==> src/rtl/uart_pkg.sv <==
// UART shared definitions: bit timing default, FSM encoding,
// and the byte bundle handed from the frame decoder to the output stage.
package uart_pkg;

    localparam int UART_CLKS_PER_BIT = 868;
    localparam int UART_DATA_BITS    = 8;

    typedef enum logic [2:0] {
        ST_IDLE      = 3'd0,
        ST_START     = 3'd1,
        ST_DATA      = 3'd2,
        ST_STOP      = 3'd3,
        ST_WAIT_IDLE = 3'd4
    } uart_state_t;

    typedef struct packed {
        logic       valid;
        logic [7:0] data;
    } uart_byte_t;

    function automatic int uart_cnt_width(input int clks);
        return (clks > 1) ? $clog2(clks) : 1;
    endfunction

endpackage

==> src/rtl/sync_2ff.sv <==
// Two-flop synchronizer for a single asynchronous input bit.
// Reset value is configurable so idle-high lines come up idle.
module sync_2ff #(
    parameter bit RESET_VAL = 1'b0
) (
    input  logic clk,
    input  logic rst,
    input  logic d,
    output logic q
);

    logic meta;

    // two-stage capture into the clk domain
    always_ff @(posedge clk) begin
        if (rst) begin
            meta <= RESET_VAL;
            q    <= RESET_VAL;
        end else begin
            meta <= d;
            q    <= meta;
        end
    end

endmodule

==> src/rtl/uart_rx.sv <==
// UART receiver: 8N1, mid-bit sampling, single-entry output register
// with valid/ready handshake; never stalls the line on the consumer.
module uart_rx
    import uart_pkg::*;
#(
    parameter int CLKS_PER_BIT = UART_CLKS_PER_BIT
) (
    input  logic       clk,
    input  logic       rst,
    input  logic       rx,
    input  logic       rx_ready,
    output logic [7:0] rx_data,
    output logic       rx_valid,
    output logic       frame_err,
    output logic       overrun,
    output logic       busy
);

    localparam int            CW       = uart_cnt_width(CLKS_PER_BIT);
    localparam logic [CW-1:0] FULL_MAX = CW'(CLKS_PER_BIT - 1);
    localparam logic [CW-1:0] HALF_MAX = CW'(CLKS_PER_BIT / 2 - 1);

    logic        rx_s;
    uart_state_t state;
    uart_state_t state_n;
    logic [CW-1:0] cnt;
    logic [2:0]  bit_idx;
    logic [7:0]  shreg;
    uart_byte_t  pend;

    logic half_done;
    logic full_done;
    logic cnt_clr;
    logic cnt_inc;
    logic shift_en;
    logic stop_good;
    logic stop_bad;

    sync_2ff #(
        .RESET_VAL(1'b1)
    ) u_sync (
        .clk(clk),
        .rst(rst),
        .d  (rx),
        .q  (rx_s)
    );

    assign half_done = (cnt == HALF_MAX);
    assign full_done = (cnt == FULL_MAX);

    // state register
    always_ff @(posedge clk) begin
        if (rst) begin
            state <= ST_IDLE;
        end else begin
            state <= state_n;
        end
    end

    // next-state decode from line level and bit timing
    always_comb begin
        state_n = state;
        unique case (state)
            ST_IDLE: begin
                if (!rx_s) state_n = ST_START;
            end
            ST_START: begin
                if (half_done) state_n = rx_s ? ST_IDLE : ST_DATA;
            end
            ST_DATA: begin
                if (full_done && bit_idx == 3'd7) state_n = ST_STOP;
            end
            ST_STOP: begin
                if (full_done) state_n = rx_s ? ST_IDLE : ST_WAIT_IDLE;
            end
            ST_WAIT_IDLE: begin
                if (rx_s) state_n = ST_IDLE;
            end
            default: state_n = ST_IDLE;
        endcase
    end

    // per-state strobes for the counter, shifter and stop check
    always_comb begin
        busy      = (state != ST_IDLE);
        cnt_clr   = 1'b0;
        cnt_inc   = 1'b0;
        shift_en  = 1'b0;
        stop_good = 1'b0;
        stop_bad  = 1'b0;
        unique case (state)
            ST_IDLE: begin
                cnt_clr = 1'b1;
            end
            ST_START: begin
                if (half_done) cnt_clr = 1'b1;
                else           cnt_inc = 1'b1;
            end
            ST_DATA: begin
                if (full_done) begin
                    cnt_clr  = 1'b1;
                    shift_en = 1'b1;
                end else begin
                    cnt_inc = 1'b1;
                end
            end
            ST_STOP: begin
                if (full_done) begin
                    cnt_clr   = 1'b1;
                    stop_good = rx_s;
                    stop_bad  = !rx_s;
                end else begin
                    cnt_inc = 1'b1;
                end
            end
            ST_WAIT_IDLE: begin
                cnt_clr = 1'b1;
            end
            default: begin
                cnt_clr = 1'b1;
            end
        endcase
    end

    // bit-timing counter
    always_ff @(posedge clk) begin
        if (rst) begin
            cnt <= '0;
        end else if (cnt_clr) begin
            cnt <= '0;
        end else if (cnt_inc) begin
            cnt <= cnt + CW'(1);
        end
    end

    // bit index and LSB-first shift register
    always_ff @(posedge clk) begin
        if (rst) begin
            bit_idx <= 3'd0;
            shreg   <= 8'h00;
        end else if (state != ST_DATA) begin
            bit_idx <= 3'd0;
        end else if (shift_en) begin
            shreg[bit_idx] <= rx_s;
            bit_idx        <= bit_idx + 3'd1;
        end
    end

    // stop-bit outcome: stage a good byte, pulse on a bad stop
    always_ff @(posedge clk) begin
        if (rst) begin
            pend      <= '0;
            frame_err <= 1'b0;
        end else begin
            pend.valid <= stop_good;
            pend.data  <= shreg;
            frame_err  <= stop_bad;
        end
    end

    // output register: load, hold, or drop with overrun pulse
    always_ff @(posedge clk) begin
        if (rst) begin
            rx_valid <= 1'b0;
            rx_data  <= 8'h00;
            overrun  <= 1'b0;
        end else begin
            overrun <= 1'b0;
            if (pend.valid) begin
                if (!rx_valid || rx_ready) begin
                    rx_valid <= 1'b1;
                    rx_data  <= pend.data;
                end else begin
                    overrun <= 1'b1;
                end
            end else if (rx_valid && rx_ready) begin
                rx_valid <= 1'b0;
            end
        end
    end

endmodule

==> config.mk <==
export PLATFORM = sky130hd
export DESIGN_NAME = uart_rx
export DESIGN_NICKNAME = d
export VERILOG_FILES = /design/src/rtl/uart_pkg.sv /design/src/rtl/sync_2ff.sv /design/src/rtl/uart_rx.sv
export SDC_FILE = /design/constraint.sdc
export NUM_CORES = 1
export LEC_CHECK = 0
export BUFFER_PORTS_ARGS = -buffer_cell sky130_fd_sc_hd__buf_2
export CAP_MARGIN = 20
export CORE_MARGIN = 5
export CORE_UTILIZATION = 45
export CTS_BUF_LIST = sky130_fd_sc_hd__clkbuf_8
export DETAILED_ROUTE_END_ITERATION = 6
export HOLD_SLACK_MARGIN = 0.06
export PLACE_DENSITY_LB_ADDON = 0.1
export SLEW_MARGIN = 20
export SYNTH_ARGS = -nofsm -noshare
export SYNTH_HDL_FRONTEND = slang
export SYNTH_SLANG_ARGS = --single-unit
==> constraint.sdc <==
create_clock -name clk -period 5.55 [get_ports clk]
set_input_delay 0.2775 -clock clk [delete_from_list [all_inputs] [get_ports clk]]
set_output_delay 0.2775 -clock clk [all_outputs]
set_load 0.1 [all_outputs]
==> impl_results.md, run 1 <==
* Status: finished clean
* Setup-failing EPs final at 0
* CTS clock-pin slew for the worst setup and hold paths at 0.08 ns
* Crit path kind: register to register
* Critical-path cell list: nor3b_1 -> nand4_1 -> or3_1 -> a21o_1
* CTS tree: done
* Detailed placement HPWL at 2.15 mm
* Total of max-cap violations at 0
* Unrepaired setup endpoints after global routing: no
* Setup WS pre-CTS at 3.64 ns
* CTS resizes at 0
* Post-DRT Antenna Nets at 0
* Worst Path Required at between 5 and 6 ns
* Achievable clock frequency at 516 MHz
* Hold Vio Cnt, Final at 0
* Initial Util at 0.457
* Cts-stage hold buffer count at 0
* IO Pins at 16
* Final Max Slew Viols at 0
* # DRC at 0
* Seq. cell area at 921 um2
* Via-per-instance ratio at 5.17
* ANT cells at 0
* Maximum number of pins on one net before global-route repair at 28
* Chip height at around 73 um
* Iter 0 DRT Violations at 60
* Die area at 5370 um2
* Total number of vias at 1256
* Slowest CP cell: nor3b_1
* Syn Area/Cell at 10.1 um2
* CTS Buf Count at 5
* Seq/Total Area, Yosys at 0.511
* Fill count at 380
* Total Routing Usage GR at 0.123
* Final WL at 3.06 mm
* Yosys reg bits at 46
* Largest delay share family, worst path: simple AND/OR/NAND/NOR gates
* CP Data Arrival Time at 2.13 ns
* Area of the multi-input gates at 812 um2
* Critical Path End Type: register
* Worst-Skew Late Latency at 0.29 ns
* Wirelength per Cell at 12.6 um
* First-pass GRT wire length at 5.06 mm
* WHS at 0.162 ns
* Final nets at 201
* CP Max Fanout at 8
* GP Congestion at 0.850
* Cell area after synthesis at 1800 um2
* Maximum clock insertion buffer count at 2
* Port bufs at 15
* Power per Cell Area at about 270 nW/um2
* Synth top area share at 0.511
* Clock sink count at 46
* Cell taking the most area after synthesis: dfxtp_1
* First-pass iteration count of the detailed router at 4
* Worst min-delay path class: primary input to register
* Post-CTS Setup Inserts at 0
* FP Rows at 23
* Final Cycle Share at 0.349
* Worst Max-Slew Pin Slew at 0.914 ns
* Synth Warn # at 0
* CTS root buf: clkbuf_8
* Layout cell share with drive strength beyond 1 at 0.161
* Peak VDD IR at ~0.000097 V
* Cells after synthesis at 178
* Crit-path max cell delay at 0.46 ns
* CP startpoint kind: register
* H-tree Lvls at 2
* Worst setup margin at between 3 and 4 ns
* Rel. slew slack at 0.387
* Initial antenna violation count at 0
* Final min period at 1.94 ns
* Core ar. at just under 4000 um2
* Leak pwr at 0.000796 uW
* Worst Skew at 0.00417 ns
* Syn Nets at 186
* Synth-to-Final Area Change at 9.10%
* Gr ovfl total at 0
* Crit path buf inv count at 0
* Synth area leaders: dfxtp_1, nor2_1, mux2i_1
* Width of the die at 73.3 um
* Vias in the first global route at approximately 1200
* Yosys cell types at 44
* Setup TNS at 0 ns
## kinds of logic (layout without fill, tap and decap cells)
family / Yosys count / in the layout / synth area share
and+or+nand+nor: 73 / 73 / 0.230
DFF: 46 / 46 / 0.511
AOI/OAI and AO/OA: 25 / 25 / 0.0938
buffers and inverters: 11 / 26 / 0.0375
muxes: 10 / 10 / 0.0556
xor gates and xnor gates: 9 / 9 / 0.0438
adders and majority gates: 4 / 4 / 0.0278
## through the flow
| stage | cell area [um2] | util | instances | power (uW) |
|---|---|---|---|---|
| 5_1_grt | 1960 | 0.498 | 243 | 552 |
| 4_1_cts | 1960 | 0.498 | 243 | 540 |
| 3_3_place_gp | 1890 | 0.478 | 236 | 351 |
| 2_1_floorplan | 1800 | - | 178 | 349 |
| 3_5_place_dp | 1890 | 0.478 | 236 | 351 |
| 6_report | 1960 | 0.498 | 243 | 531 |
## registers in the layout (all words and copies together), names as in the netlist
name	count
u_sync.q	1
rx_valid	1
frame_err	1
rx_data	8
pend	9
u_sync.meta	1
overrun	1
bit_idx	3
shreg	8
cnt	10
state	3
## final cells by class
class / instances / area share
clock buffers: 5 / 0.0350
clock inverters: 2 / 0.00510
inverters: 4 / 0.00764
multi-input cells: 121 / 0.413
flip-flops and latches: 46 / 0.469
well taps: 50 / 0.0318
repair buffers: 15 / 0.0382
## where the power goes
part / internal (uW) / switching, uW / total (uW)
sequential: 331 / 1.29 / 332
clock: 84.5 / 104 / 188
combinational: 3.08 / 7.82 / 10.9
total: 418 / 113 / 531
## Yosys cell counts (all sizes together)
library cell and n:
buf 5, and3 1, clkbuf 2, nor3 1, a21oi 4, or3b 2
ha 4, or2 2, o21ai 8, a21o 3, xor2 5, nand4b 1
mux2i 10, inv 4, and4 1, nor4b 2, nor2b 9, or4b 2
nand2 4, nor4 2, nor4bb 1, and4b 1, nor3b 2, o21bai 1
nor2 27, or3 3, or4 1, nand4 5, xnor2 4, o41a 1
o31ai 6, a31oi 1, nand3 2, nand2b 4, a211oi 1, dfxtp 46
## layout by cell type (no fill, tap or decap), types with 2 or more instances in the layout
cell | synthesis | final
nand4_1 | 5 | 5
mux2i_1 | 10 | 10
inv_1 | 4 | 4
o21ai_0 | 7 | 7
xnor2_1 | 4 | 4
nor4_1 | 2 | 2
clkinv_2 | 0 | 2
nor4b_1 | 2 | 2
or2_2 | 2 | 2
a21o_1 | 2 | 2
a21oi_1 | 3 | 3
nor2_1 | 27 | 27
nor2b_1 | 9 | 9
or3_1 | 3 | 3
dfxtp_1 | 46 | 46
o31ai_1 | 6 | 6
nor3b_1 | 2 | 2
nand2_1 | 4 | 4
xor2_1 | 5 | 5
nand3_1 | 2 | 2
ha_1 | 4 | 4
buf_2 | 0 | 15
nand2b_1 | 4 | 4
clkbuf_8 | 0 | 5
## final timing paths
| kind | from | end | slack [ns] | cells after the start |
|---|---|---|---|---|
| max | cnt[8]$_SDFFE_PP0P_ | shreg[4]$_SDFFE_PP0P_ | 3.61 | 4 |
| max reg2reg | cnt[8]$_SDFFE_PP0P_ | shreg[4]$_SDFFE_PP0P_ | 3.61 | 4 |
| min reg2reg | u_sync.meta$_SDFF_PP1_ | u_sync.q$_SDFF_PP1_ | 0.42 | 1 |
| min | rx | u_sync.meta$_SDFF_PP1_ | 0.16 | 2 |
## per-layer routing
| layer | up-vias | track usage | part of all wire |
|---|---|---|---|
| met5 | - | 0 | 0 |
| met2 | 16 | 0.235 | 0.52 |
| met1 | 578 | 0.115 | 0.42 |
| met4 | 0 | 0.0553 | 0.017 |
| li1 | 655 | - | - |
| met3 | 7 | 0.0424 | 0.041 |
## worst reg2reg max path: stages, from the launching register on
cell,delay (ns)
dfxtp_1,0.39
nor3b_1,0.46
nand4_1,0.38
or3_1,0.43
a21o_1,0.19
Note: power is estimated with default switching activity, not from simulation.
==> run 2, diff against run 1 <==
==> constraint.sdc (replaced) <==
create_clock -name clk -period 1.7 [get_ports clk]
set_input_delay 0.085 -clock clk [delete_from_list [all_inputs] [get_ports clk]]
set_output_delay 0.085 -clock clk [all_outputs]
set_load 0.1 [all_outputs]
==> run 2 against run 1 <==
The run now ends with negative setup slack left. Power rose to 3.6 times the previous value. Setup slack worse by 3.7 ns. Die area stayed put. Sequential share of layout area down 4.2 points. Register-to-register slack got worse by 3.7 ns. Via count rose by 5.4%. Core utilization increased by 5.4 points. Routed wire length grew 6.4%. Global-route usage rose by 1.1 points. Final cell count grew 9.1%. Clock power grew to 4.1 times the previous value. Critical path type unchanged. Critical endpoint is now state[1]$_SDFFE_PP0P_. Highest routed layer unchanged.
==> impl_results.md, run 2 (synthesized netlist as in run 1, its figures left out) <==
* Worst setup margin at -0.119 ns
* Largest register FFs at 10
* Worst min-delay path class: register to register
* Met2 Usage GRT at 0.252
* Leak pwr at between 0.0009 and 0.001 uW
* Initial Util at 0.457
* CP startpoint kind: register
* Setup-failing EPs final at 1
* IO Pins at 16
* Chip height at approximately 73 um
* Worst Max-Slew Pin Slew at 0.528 ns
* Setup WS pre-CTS at -0.0803 ns
* Post-DRT Antenna Nets at 0
* Maximum clock insertion buffer count at 2
* CP Max Fanout at 3
* R2r setup slk at -0.12 ns
* Regs by FF count: cnt (10), pend (9)
* Final min period at 1.82 ns
* Worst r2r src: cnt[3]$_SDFFE_PP0P_
* Port bufs at 15
* Clk network pwr share at 0.407
* FF-to-FF path depth at 4
* Most frequent cells in the layout: dfxtp_1, nor2_1, buf_4
* CTS tree: done
* Achievable clock frequency at between 500 and 600 MHz
* Worst-Skew Late Latency at 0.29 ns
* ANT cells at 0
* Crit path kind: register to register
* Detailed placement HPWL at 2.44 mm
* CTS Buf Count at 5
* Maximum number of pins on one net before global-route repair at 22
* Hold depth at 1
* First-pass GRT wire length at 5.55 mm
* CTS root buf: clkbuf_8
* Initial antenna violation count at 0
* Met1 Resource Use GR at 0.131
* Most common cell after layout, fill and taps aside: dfxtp_1
* Peak VDD IR at ~0.00055 V
* Power per Cell Area at ~900 nW/um2
* Final Max Slew Viols at 0
* Core ar. at 3940 um2
* Total Routing Usage GR at 0.134
* H-tree Lvls at 2
* WHS at 0.416 ns
* Wirelength per Cell at 12.3 um
* End of the worst hold path: u_sync.q$_SDFF_PP1_
* CTS clock-pin slew for the worst setup and hold paths at 0.08 ns
* Status: complete, but fails checks
* First-pass iteration count of the detailed router at 4
* Worst hold start: u_sync.meta$_SDFF_PP1_
* Via-per-instance ratio at 5.00
* Worst Path Required at between 1.5 and 2 ns
* Sequential share of power at 0.569
* Setup TNS at -0.119 ns
* FP Rows at 23
* Iter 0 DRT Violations at 30
* Worst Skew at roughly 0.0039 ns
* Layer with the highest usage: met2
* Violations in the final reports: negative setup slack
* Total of max-cap violations at 0
* Die area at ~5400 um2
* Combinational power share at 0.024
* R2R Path End: state[1]$_SDFFE_PP0P_
* Final nets at ~220
* Rel. slew slack at 0.648
* Vias in the first global route at 1314
* Hold Vio Cnt, Final at 0
* Final WL at roughly 3.3 mm
* Biggest register: cnt
* Psw at 376 uW
* Layout Utilization at 0.552
* Synth-to-Final Area Change at 20.9%
* Clock sink count at 46
* Gr ovfl total at 0
* Met3 Resource Use GR at 0.0369
* Layout cell share with drive strength beyond 1 at 0.265
* Internal at 1530 uW
* Final Cycle Share at 1.07
* Critical Path End Type: register
* Sw frac at 0.197
* Width of the die at 73.3 um
* # DRC at 0
* CP Data Arrival Time at between 2 and 2.5 ns
* Unrepaired setup endpoints after global routing: yes
* Total number of vias at roughly 1300
* GP Congestion at 0.906
run 2: metrics by stage:
stage	power [uW]	instances	cell area, um2
3_5_place_dp	1150	254	2030
3_3_place_gp	1150	254	2030
4_1_cts	1930	265	2170
5_1_grt	1980	265	2180
2_1_floorplan	1140	178	1810
6_report	1910	265	2180
run 2: cell type report:
type / count / area (um2)
Fill cell: 347 / 1770
Tap cell: 50 / 62.6
Multi-Input combinational cell: 121 / 821
Sequential cell: 46 / 928
Clock buffer: 5 / 68.8
Inverter: 4 / 15.0
Timing Repair Buffer: 36 / 240
Clock inverter: 3 / 41.3
run 2: worst max-delay path by stage:
stage                     cells past startpoint                 from                    end
after floorplan                               4  cnt[3]$_SDFFE_PP0P_  state[1]$_SDFFE_PP0P_
after global placement                        5  cnt[0]$_SDFFE_PP0P_  state[1]$_SDFFE_PP0P_
after detailed placement                      5  cnt[0]$_SDFFE_PP0P_  state[1]$_SDFFE_PP0P_
after CTS                                     4  cnt[3]$_SDFFE_PP0P_  state[1]$_SDFFE_PP0P_
after global routing                          4  cnt[3]$_SDFFE_PP0P_  state[1]$_SDFFE_PP0P_
final                                         4  cnt[3]$_SDFFE_PP0P_  state[1]$_SDFFE_PP0P_
run 2: critical path, cell delays in order (launching register included):
cell,delay [ns]
dfxtp_2,0.32
or3b_1,0.37
o41a_1,0.42
or4b_4,0.53
a21oi_2,0.12
run 2: timing repair:
item | 4_1_cts | 5_1_grt
endpoints found under the hold margin | 3 | 0
hold buffers | 3 | 0
setup endpoints to repair | 1 | 8
gates resized for setup | 1 | 2
setup buffers | 0 | 0
pin swaps | 0 | 2
run 2: layer usage:
layer	wire (um)	share of wire	up-vias
met1	1350	0.42	598
met4	72	0.022	0
met3	120	0.037	8
met2	1710	0.53	22
met5	0	0	-
li1	-	-	696
run 2: power by group through the flow:
stage	registers (uW)	clock network [uW]	logic, uW
floorplan	1110	0	32.6
global placement	1110	0	40.6
detailed placement	1110	0	41.6
CTS	1080	804	47.1
global route	1080	844	50.8
finish	1080	775	46.4
